==> config.mk <==
export PLATFORM = sky130hd
export DESIGN_NAME = obstacle_scheduler
export DESIGN_NICKNAME = d
export VERILOG_FILES = /design/src/rtl/obstacle_pkg.sv /design/src/rtl/obstacle_buffer.sv /design/src/rtl/obstacle_scheduler.sv
export SDC_FILE = /design/constraint.sdc
export NUM_CORES = 1
export LEC_CHECK = 0
export BUFFER_PORTS_ARGS = -buffer_cell sky130_fd_sc_hd__buf_2
export CORE_MARGIN = 3
export CORE_UTILIZATION = 49
export DETAILED_ROUTE_END_ITERATION = 16
export PLACE_DENSITY = 0.72
export SLEW_MARGIN = 25
export SYNTH_ARGS = -nofsm -noshare
export SYNTH_HDL_FRONTEND = slang
export SYNTH_HIERARCHICAL = 1
export SYNTH_SLANG_ARGS = --single-unit
==> constraint.sdc <==
create_clock -name clock -period 2.45 [get_ports clock]
set_input_delay 0.49 -clock clock [delete_from_list [all_inputs] [get_ports clock]]
set_output_delay 0.49 -clock clock [all_outputs]
set_load 0.03 [all_outputs]
==> src/rtl/obstacle_pkg.sv <==
// Shared definitions for the obstacle scheduler: FSM states, obstacle kinds and gap width.
package obstacle_pkg;

   typedef enum logic [2:0] {
      S_IDLE  = 3'd0,
      S_REQ   = 3'd1,
      S_LOAD  = 3'd2,
      S_WAIT  = 3'd3,
      S_SPAWN = 3'd4
   } sched_state_t;

   typedef enum logic [1:0] {
      OBS_CACTUS_SMALL = 2'd0,
      OBS_CACTUS_LARGE = 2'd1,
      OBS_BIRD_LOW     = 2'd2,
      OBS_BIRD_HIGH    = 2'd3
   } obstacle_t;

   localparam int GAP_W = 8;

   // Entry is zero-extended by the caller; legal MIN_GAP keeps the sum below 256.
   function automatic logic [GAP_W-1:0] gap_of(input logic [GAP_W-1:0] min_gap,
                                              input logic [GAP_W-1:0] entry);
      return min_gap + entry;
   endfunction

endpackage

==> src/rtl/obstacle_buffer.sv <==
// Random-batch storage with the current spawn index and last-entry detection.
module obstacle_buffer
   import obstacle_pkg::*;
#(
   parameter int NUM_LEN    = 4,
   parameter int RAND_COUNT = 4
) (
   input  logic                          clock,
   input  logic                          reset,
   input  logic                          load,
   input  logic                          advance,
   input  logic                          clear,
   input  logic [NUM_LEN*RAND_COUNT-1:0] randoms,
   output obstacle_t                     kind,
   output logic [NUM_LEN-1:0]            entry_next,
   output logic                          last
);

   localparam int IDX_W = (RAND_COUNT > 1) ? $clog2(RAND_COUNT) : 1;

   logic [NUM_LEN*RAND_COUNT-1:0] data;
   logic [IDX_W-1:0]              index;
   logic [IDX_W-1:0]              index_nxt;

   assign last       = (index == IDX_W'(RAND_COUNT - 1));
   assign index_nxt  = last ? '0 : index + IDX_W'(1);
   assign kind       = obstacle_t'(data[index*NUM_LEN +: 2]);
   assign entry_next = data[index_nxt*NUM_LEN +: NUM_LEN];

   always_ff @(posedge clock or negedge reset) begin
      if (!reset) begin
         data  <= '0;
         index <= '0;
      end else if (clear) begin
         data  <= '0;
         index <= '0;
      end else if (load) begin
         data  <= randoms;
         index <= '0;
      end else if (advance) begin
         index <= index_nxt;
      end
   end

endmodule

==> src/rtl/obstacle_scheduler.sv <==
// Obstacle spawn scheduler: requests random batches and spawns one obstacle per gap expiry.
// Optional macro SCHED_STATS_EN enables the saturating spawn_total counter.
module obstacle_scheduler
   import obstacle_pkg::*;
#(
   parameter int NUM_LEN    = 4,
   parameter int RAND_COUNT = 4,
   parameter int MIN_GAP    = 8
) (
   input  logic                          clock,
   input  logic                          reset,
   input  logic                          run,
   input  logic                          tick,
   input  logic [NUM_LEN*RAND_COUNT-1:0] randoms,
   output logic                          rand_start,
   output logic                          spawn,
   output logic [1:0]                    spawn_type,
   output logic [15:0]                   spawn_total
);

   localparam logic [GAP_W-1:0] MIN_GAP_V = GAP_W'(MIN_GAP);

   sched_state_t       state, state_d;
   logic [GAP_W-1:0]   gap, gap_d;
   logic               spawn_i;
   logic               buf_load, buf_adv, buf_clear;
   obstacle_t          kind;
   logic [NUM_LEN-1:0] entry_next;
   logic               last;

   obstacle_buffer #(
      .NUM_LEN   (NUM_LEN),
      .RAND_COUNT(RAND_COUNT)
   ) u_buffer (
      .clock     (clock),
      .reset     (reset),
      .load      (buf_load),
      .advance   (buf_adv),
      .clear     (buf_clear),
      .randoms   (randoms),
      .kind      (kind),
      .entry_next(entry_next),
      .last      (last)
   );

   always_ff @(posedge clock or negedge reset) begin
      if (!reset) begin
         state <= S_IDLE;
         gap   <= '0;
      end else begin
         state <= state_d;
         gap   <= gap_d;
      end
   end

   always_comb begin
      state_d    = state;
      gap_d      = gap;
      rand_start = 1'b0;
      spawn_i    = 1'b0;
      buf_load   = 1'b0;
      buf_adv    = 1'b0;
      buf_clear  = 1'b0;
      // Dropping run outranks everything else, including a coincident tick.
      if (state != S_IDLE && !run) begin
         state_d   = S_IDLE;
         gap_d     = '0;
         buf_clear = 1'b1;
      end else begin
         case (state)
            S_IDLE:  if (run) state_d = S_REQ;
            S_REQ: begin
               rand_start = 1'b1;
               state_d    = S_LOAD;
            end
            S_LOAD: begin
               buf_load = 1'b1;
               gap_d    = gap_of(MIN_GAP_V, GAP_W'(randoms[NUM_LEN-1:0]));
               state_d  = S_WAIT;
            end
            S_WAIT: begin
               if (tick) begin
                  gap_d = gap - GAP_W'(1);
                  if (gap == GAP_W'(1)) state_d = S_SPAWN;
               end
            end
            S_SPAWN: begin
               spawn_i = 1'b1;
               if (last) begin
                  state_d = S_REQ;
               end else begin
                  buf_adv = 1'b1;
                  gap_d   = gap_of(MIN_GAP_V, GAP_W'(entry_next));
                  state_d = S_WAIT;
               end
            end
            default: state_d = S_IDLE;
         endcase
      end
   end

   assign spawn      = spawn_i;
   assign spawn_type = spawn_i ? kind : OBS_CACTUS_SMALL;

`ifdef SCHED_STATS_EN
   logic [15:0] total_q;

   always_ff @(posedge clock or negedge reset) begin
      if (!reset)
         total_q <= '0;
      else if (spawn_i && total_q != 16'hFFFF)
         total_q <= total_q + 16'd1;
   end

   assign spawn_total = total_q;
`else
   assign spawn_total = 16'h0000;
`endif

endmodule
==> metrics.csv, run 1 <==
metric,value,unit
Final ANT Viol Nets,0,
CTS tree,done,
Overflow after GRT,0,
pre-CTS WS,0.232,ns
post-route setup slack,0.240,ns
H-tree lvl count,2,
setup bufs post-CTS,0,
Syn Area/Cell,10.1,um2
outcome,finished clean,
Worst Reg-to-Reg Cells,6,
required time of the critical path,2.63,ns
Final min period,2.21,ns
drt first pass iters,4,
reg2reg setup slack,0.24,ns
area grow syn2layout,11.6,%
Layout Skew,0.00314,ns
Via Count,1497,
crit path to,gap[4],
internal power,926,uW
Switch Pwr,448,uW
Setup crit end kind,flop,
Port Buffers,23,
CTS Buf Count,5,
Tcrit/Tclk final,0.902,
first-pass GRT wire length,7020,um
post-synth top area share,0.373,
P per Cell Area,632,mW/mm2
Post-synth EDFFs,0,
hold buffer count at CTS,0,
Flop pwr share,0.431,
Max-Cap Viols,0,
Core Area,0.00374,mm2
Root Buffer,clkbuf_8,
crit path kind,reg2reg,
DRC viols,0,
synthesized flop and latch total,29,
diode count,0,
die span in y,69.1,um
WL per Instance,14.7,um
cell taking the most area after synthesis,dfrtp_1,
combinational share of power,0.247,
routed wire length,3950,um
# IOs,40,
synth warn,6,
Cell Rows,22,
Worst-Skew Late Latency,0.29,ns
library cells used by synthesis,52,
final net count,242,
Mapped Cells,193,
"count leader, synth",dfrtp_1,
RSZ-0062 raised after global routing,false,
antenna violations before repair,0,
endpoints failing hold,0,
Initial Util,0.520,
Final Max Slew Viols,0,
Post-synth top flop,dfrtp_1,
r2r endpoint,gap[4],
overall die area,0.00477,mm2
switch share,0.326,
CP arrival,2.39,ns
CTS Sinks,29,
Worst VDD drop,325,uV
Finish-stage setup viols,0,
Mapped Area,0.00195,mm2
setup TNS,0,ns
number of global-route vias before repair,1459,
Hold Path Class,in2async,
# fillers,366,
drt first-iter violations,73,
design area,0.00217,mm2
CTS resizes,0,
routability congestion estimate,0.786,
DR vias/cell,5.59,
synth top area cells,"dfrtp_1 (37%), mux2i_1 (8.7%), buf_4 (6.9%)",
largest net degree at the start of global routing,30,
f_max,453,MHz
DIE WIDTH,69.1,um
top cell types by occurrence after synthesis,"dfrtp_1 (29), nor2_1 (24), buf_4 (18)",
Worst setup startpoint,u_buffer/index[1],
startpoint types,flop,
"Power, Total",1370,uW
clock transition at the registers of the reported paths,0.06,ns
Slew HR,0.555,
worst-path fanout max,4,
share of power burned in the clock network,0.322,
Leak,0.00101,uW
reg2reg start,u_buffer/index[1],
ys async rst share,1.00,
Worst Tran Pin Value,0.667,ns
"Seq/Total Area, Yosys",0.373,
Final HPWL DP,2870,um
GRT Total Usage,0.184,
layout cells sized above 1,0.227,
Post-DP Area,0.00207,mm2
Bufs on Longest Clock Path,2,
==> through the flow <==
stage | std cells | hold WS (ns) | util
6_report | 268 | 0.227 | 0.581
5_1_grt | 268 | 0.276 | 0.581
4_1_cts | 268 | 0.248 | 0.581
3_5_place_dp | 260 | 0.505 | 0.553
3_3_place_gp | 260 | 0.498 | 0.553
2_1_floorplan | 208 | 0.194 | -
==> worst min-delay path by stage <==
stage,endpoint,slack [ns],depth (start not counted)
3_3_place_gp,u_buffer/data[6],0.50,2
4_1_cts,gap[7],0.25,1
2_1_floorplan,gap[0],0.19,0
5_1_grt,gap[7],0.28,1
3_5_place_dp,gap[5],0.51,2
6_report,gap[7],0.23,1
==> cell type report <==
type                            instances  area, um2  area share
Multi-Input combinational cell        145       1080       0.497
Timing Repair Buffer                   32        183      0.0841
Clock inverter                          1       5.00     0.00230
Sequential cell                        29        726       0.334
Tap cell                               48       60.1      0.0276
Inverter                                6       22.5      0.0104
Clock buffer                            7       96.3      0.0443
==> kinds of logic (layout without fill, tap and decap cells) <==
kind of cell,count (synthesis),in the layout,share of synthesized area
AND/OR/NAND/NOR,66,66,0.191
AO/OA/AOI/OAI,37,37,0.143
buffers and inverters,34,46,0.108
flip-flops,29,29,0.373
multiplexers,23,23,0.164
adder cells (fa/ha/maj),3,3,0.0193
other,1,16,0.00192
==> sequential cells by signal, indices dropped and copies added (netlist names) <==
name	flops
u_buffer/data	16
u_buffer/index	2
gap	8
state	3
==> power groups by stage <==
stage          combinational, uW  clock, uW  sequential, uW
3_5_place_dp                 339          0             601
3_3_place_gp                 336          0             600
6_report                     339        442             593
2_1_floorplan                295          0             576
4_1_cts                      341        459             592
5_1_grt                      386        478             604
==> placed cells by master (no fill, tap or decap), drive strengths merged, types with 2 or more instances in the layout <==
master,n
a22o,3
mux2i,17
o21ai,7
nor4bb,2
nand4b,3
nor2,25
conb,16
nand3,2
or4b,2
a211oi,4
nor2b,4
dfrtp,29
mux4,6
or3,2
nor3,7
o221ai,2
nor4,3
a21boi,3
ha,3
and2,2
buf,32
inv,6
a21oi,7
clkbuf,7
nand2,4
or2b,3
nand2b,2
==> critical path, stage by stage (launching register included) <==
cell and delay (ns):
dfrtp_1 0.41, ha_1 0.32, mux4_1 0.53, or4b_1 0.46, o221ai_1 0.11, a21oi_1 0.10
o22a_1 0.18
==> layer usage <==
metal / GRT usage / share of wire / vias to the layer above
li1: - / - / 733
met1: 0.238 / 0.44 / 716
met2: 0.280 / 0.48 / 37
met3: 0.0510 / 0.053 / 11
met4: 0.0976 / 0.026 / 0
met5: 0 / 0 / -
(Power assumes the default switching activity.)
==> run 2, diff against run 1 <==
--- a/config.mk
+++ b/config.mk
@@ -10,6 +10,7 @@
 export CORE_UTILIZATION = 49
 export DETAILED_ROUTE_END_ITERATION = 16
 export PLACE_DENSITY = 0.72
+export SETUP_SLACK_MARGIN = 0.5
 export SLEW_MARGIN = 25
 export SYNTH_ARGS = -nofsm -noshare
 export SYNTH_HDL_FRONTEND = slang
==> metrics.csv, run 2 (synthesis gave the netlist of run 1 again) <==
metric,value,unit,change
outcome,finished clean,,
register area,732,um2,+0.86%
# fillers,322,,-12%
f_max,462,MHz,+2.0%
Max-Cap Viols,0,,unchanged
Top reg by flops,u_buffer/data,,
Finish-stage setup viols,0,,unchanged
DIE WIDTH,69.1,um,unchanged
# IOs,40,,unchanged
utilization after layout,0.628,,+0.0475
overall die area,0.00477,mm2,unchanged
layout cells sized above 1,0.343,,+0.116
Worst-Skew Late Latency,0.28,ns,about the same
final net count,252,,+4.1%
Bufs on Longest Clock Path,2,,unchanged
RSZ-0062 raised after global routing,true,,
area grow syn2layout,20.7,%,
Via Count,1511,,+0.94%
Initial Util,0.520,,unchanged
startpoint types,flop,,
Leak,0.00104,uW,+3.1%
CP arrival,2.34,ns,-0.05 ns
drt first-iter violations,107,,+47%
Largest register FFs,16,,unchanged
largest net degree at the start of global routing,30,,unchanged
Final HPWL DP,2940,um,+2.3%
Multi-input gate area,0.00114,mm2,+5.1%
Slew HR,0.563,,+0.00763
CTS tree,done,,
number of global-route vias before repair,1477,,+1.2%
crit path kind,reg2reg,,
P per Cell Area,630,mW/mm2,-0.36%
H-tree lvl count,2,,unchanged
diode count,0,,unchanged
DRC viols,0,,unchanged
most frequent cells in the layout,"dfrtp_1 (24), nor2_1 (23), buf_2 (20), buf_4 (18)",,
drt first pass iters,4,,unchanged
Worst Tran Pin Value,0.655,ns,-0.0114 ns
endpoints failing hold,0,,unchanged
"most common cell after layout, fill and taps aside",dfrtp_1,,
Port Buffers,23,,unchanged
Final min period,2.17,ns,-0.0442 ns
Worst VDD drop,381,uV,+17%
DR vias/cell,5.44,,-2.7%
worst-path fanout max,4,,unchanged
Hold Path Class,in2async,,
Core Area,0.00374,mm2,unchanged
WL per Instance,15.3,um,+3.6%
first-pass GRT wire length,7160,um,+2.0%
GRT Total Usage,0.181,,-0.00344
routability congestion estimate,0.776,,-1.3%
die span in y,69.1,um,unchanged
clock transition at the registers of the reported paths,0.07,ns,about the same
Final Max Slew Viols,0,,unchanged
antenna violations before repair,0,,unchanged
Final ANT Viol Nets,0,,unchanged
Tcrit/Tclk final,0.884,,-0.0180
setup TNS,0,ns,unchanged
biggest regs,"u_buffer/data x16, gap x8, state x3",,
Layout Skew,0.00390,ns,+0.000758 ns
Overflow after GRT,0,,unchanged
Cell Rows,22,,unchanged
required time of the critical path,2.62,ns,about the same
Root Buffer,clkbuf_8,,
Setup crit end kind,flop,,
CTS Buf Count,5,,unchanged
hold buffer count at CTS,0,,unchanged
CTS Sinks,29,,unchanged
routed wire length,4240,um,+7.4%
==> run 2: repair_timing <==
item,in CTS,in global routing
setup buffers,6,8
pin swaps,6,7
endpoints found under the setup margin,6,11
cloned,0,0
gates resized for setup,10,13
==> run 2: final timing paths <==
| kind | startpoint | endpoint | slack, ns | depth (start not counted) |
|---|---|---|---|---|
| worst max register to register | u_buffer/index[0] | gap[4] | 0.28 | 6 |
| worst min register to register | u_buffer/data[14] | u_buffer/data[14] | 0.53 | 2 |
| max in group asynchronous | reset | state[1] | 1.75 | 1 |
| min in group clock | randoms[12] | u_buffer/data[12] | 0.45 | 3 |
| worst max-delay path | u_buffer/index[0] | gap[4] | 0.28 | 6 |
| worst min-delay path | reset | u_buffer/data[0] | 0.24 | 1 |
==> run 2: report_power, final <==
group | internal [uW] | total [uW] | switching [uW]
registers | 536 | 592 | 55.7
clock network | 330 | 523 | 192
logic | 149 | 367 | 217
total | 1020 | 1480 | 465
==> run 2: worst max-delay path, cell delays in order (launching register included) <==
cell and delay, ns:
dfrtp_2 0.45, ha_4 0.29, mux4_2 0.48, or4b_1 0.50
o221ai_2 0.10, a21oi_2 0.07, o22a_1 0.15
==> run 2: layout make-up <==
| type | instances | share of cell area |
|---|---|---|
| multi-input cells | 145 | 0.483 |
| repair buffers | 42 | 0.119 |
| clock inverters | 2 | 0.0160 |
| well taps | 48 | 0.0255 |
| inverters | 6 | 0.00958 |
| clock buffers | 6 | 0.0351 |
| flip-flops and latches | 29 | 0.311 |
==> run 2: stage by stage <==
step	cell area (um2)	total power (uW)	setup slack, ns	cells	hold WS (ns)
global route	2350	1570	0.230	278	0.279
finish	2350	1480	0.284	278	0.236
CTS	2260	1480	0.267	270	0.258
detailed placement	2070	944	0.179	256	0.518
floorplan	2040	875	0.265	208	0.194
global placement	2070	941	0.210	256	0.497
==> run 2: metal layers <==
layer / GRT usage / part of all wire
met5: 0 / 0
met4: 0.0456 / 0.0047
met2: 0.283 / 0.50
met3: 0.0466 / 0.043
met1: 0.250 / 0.45
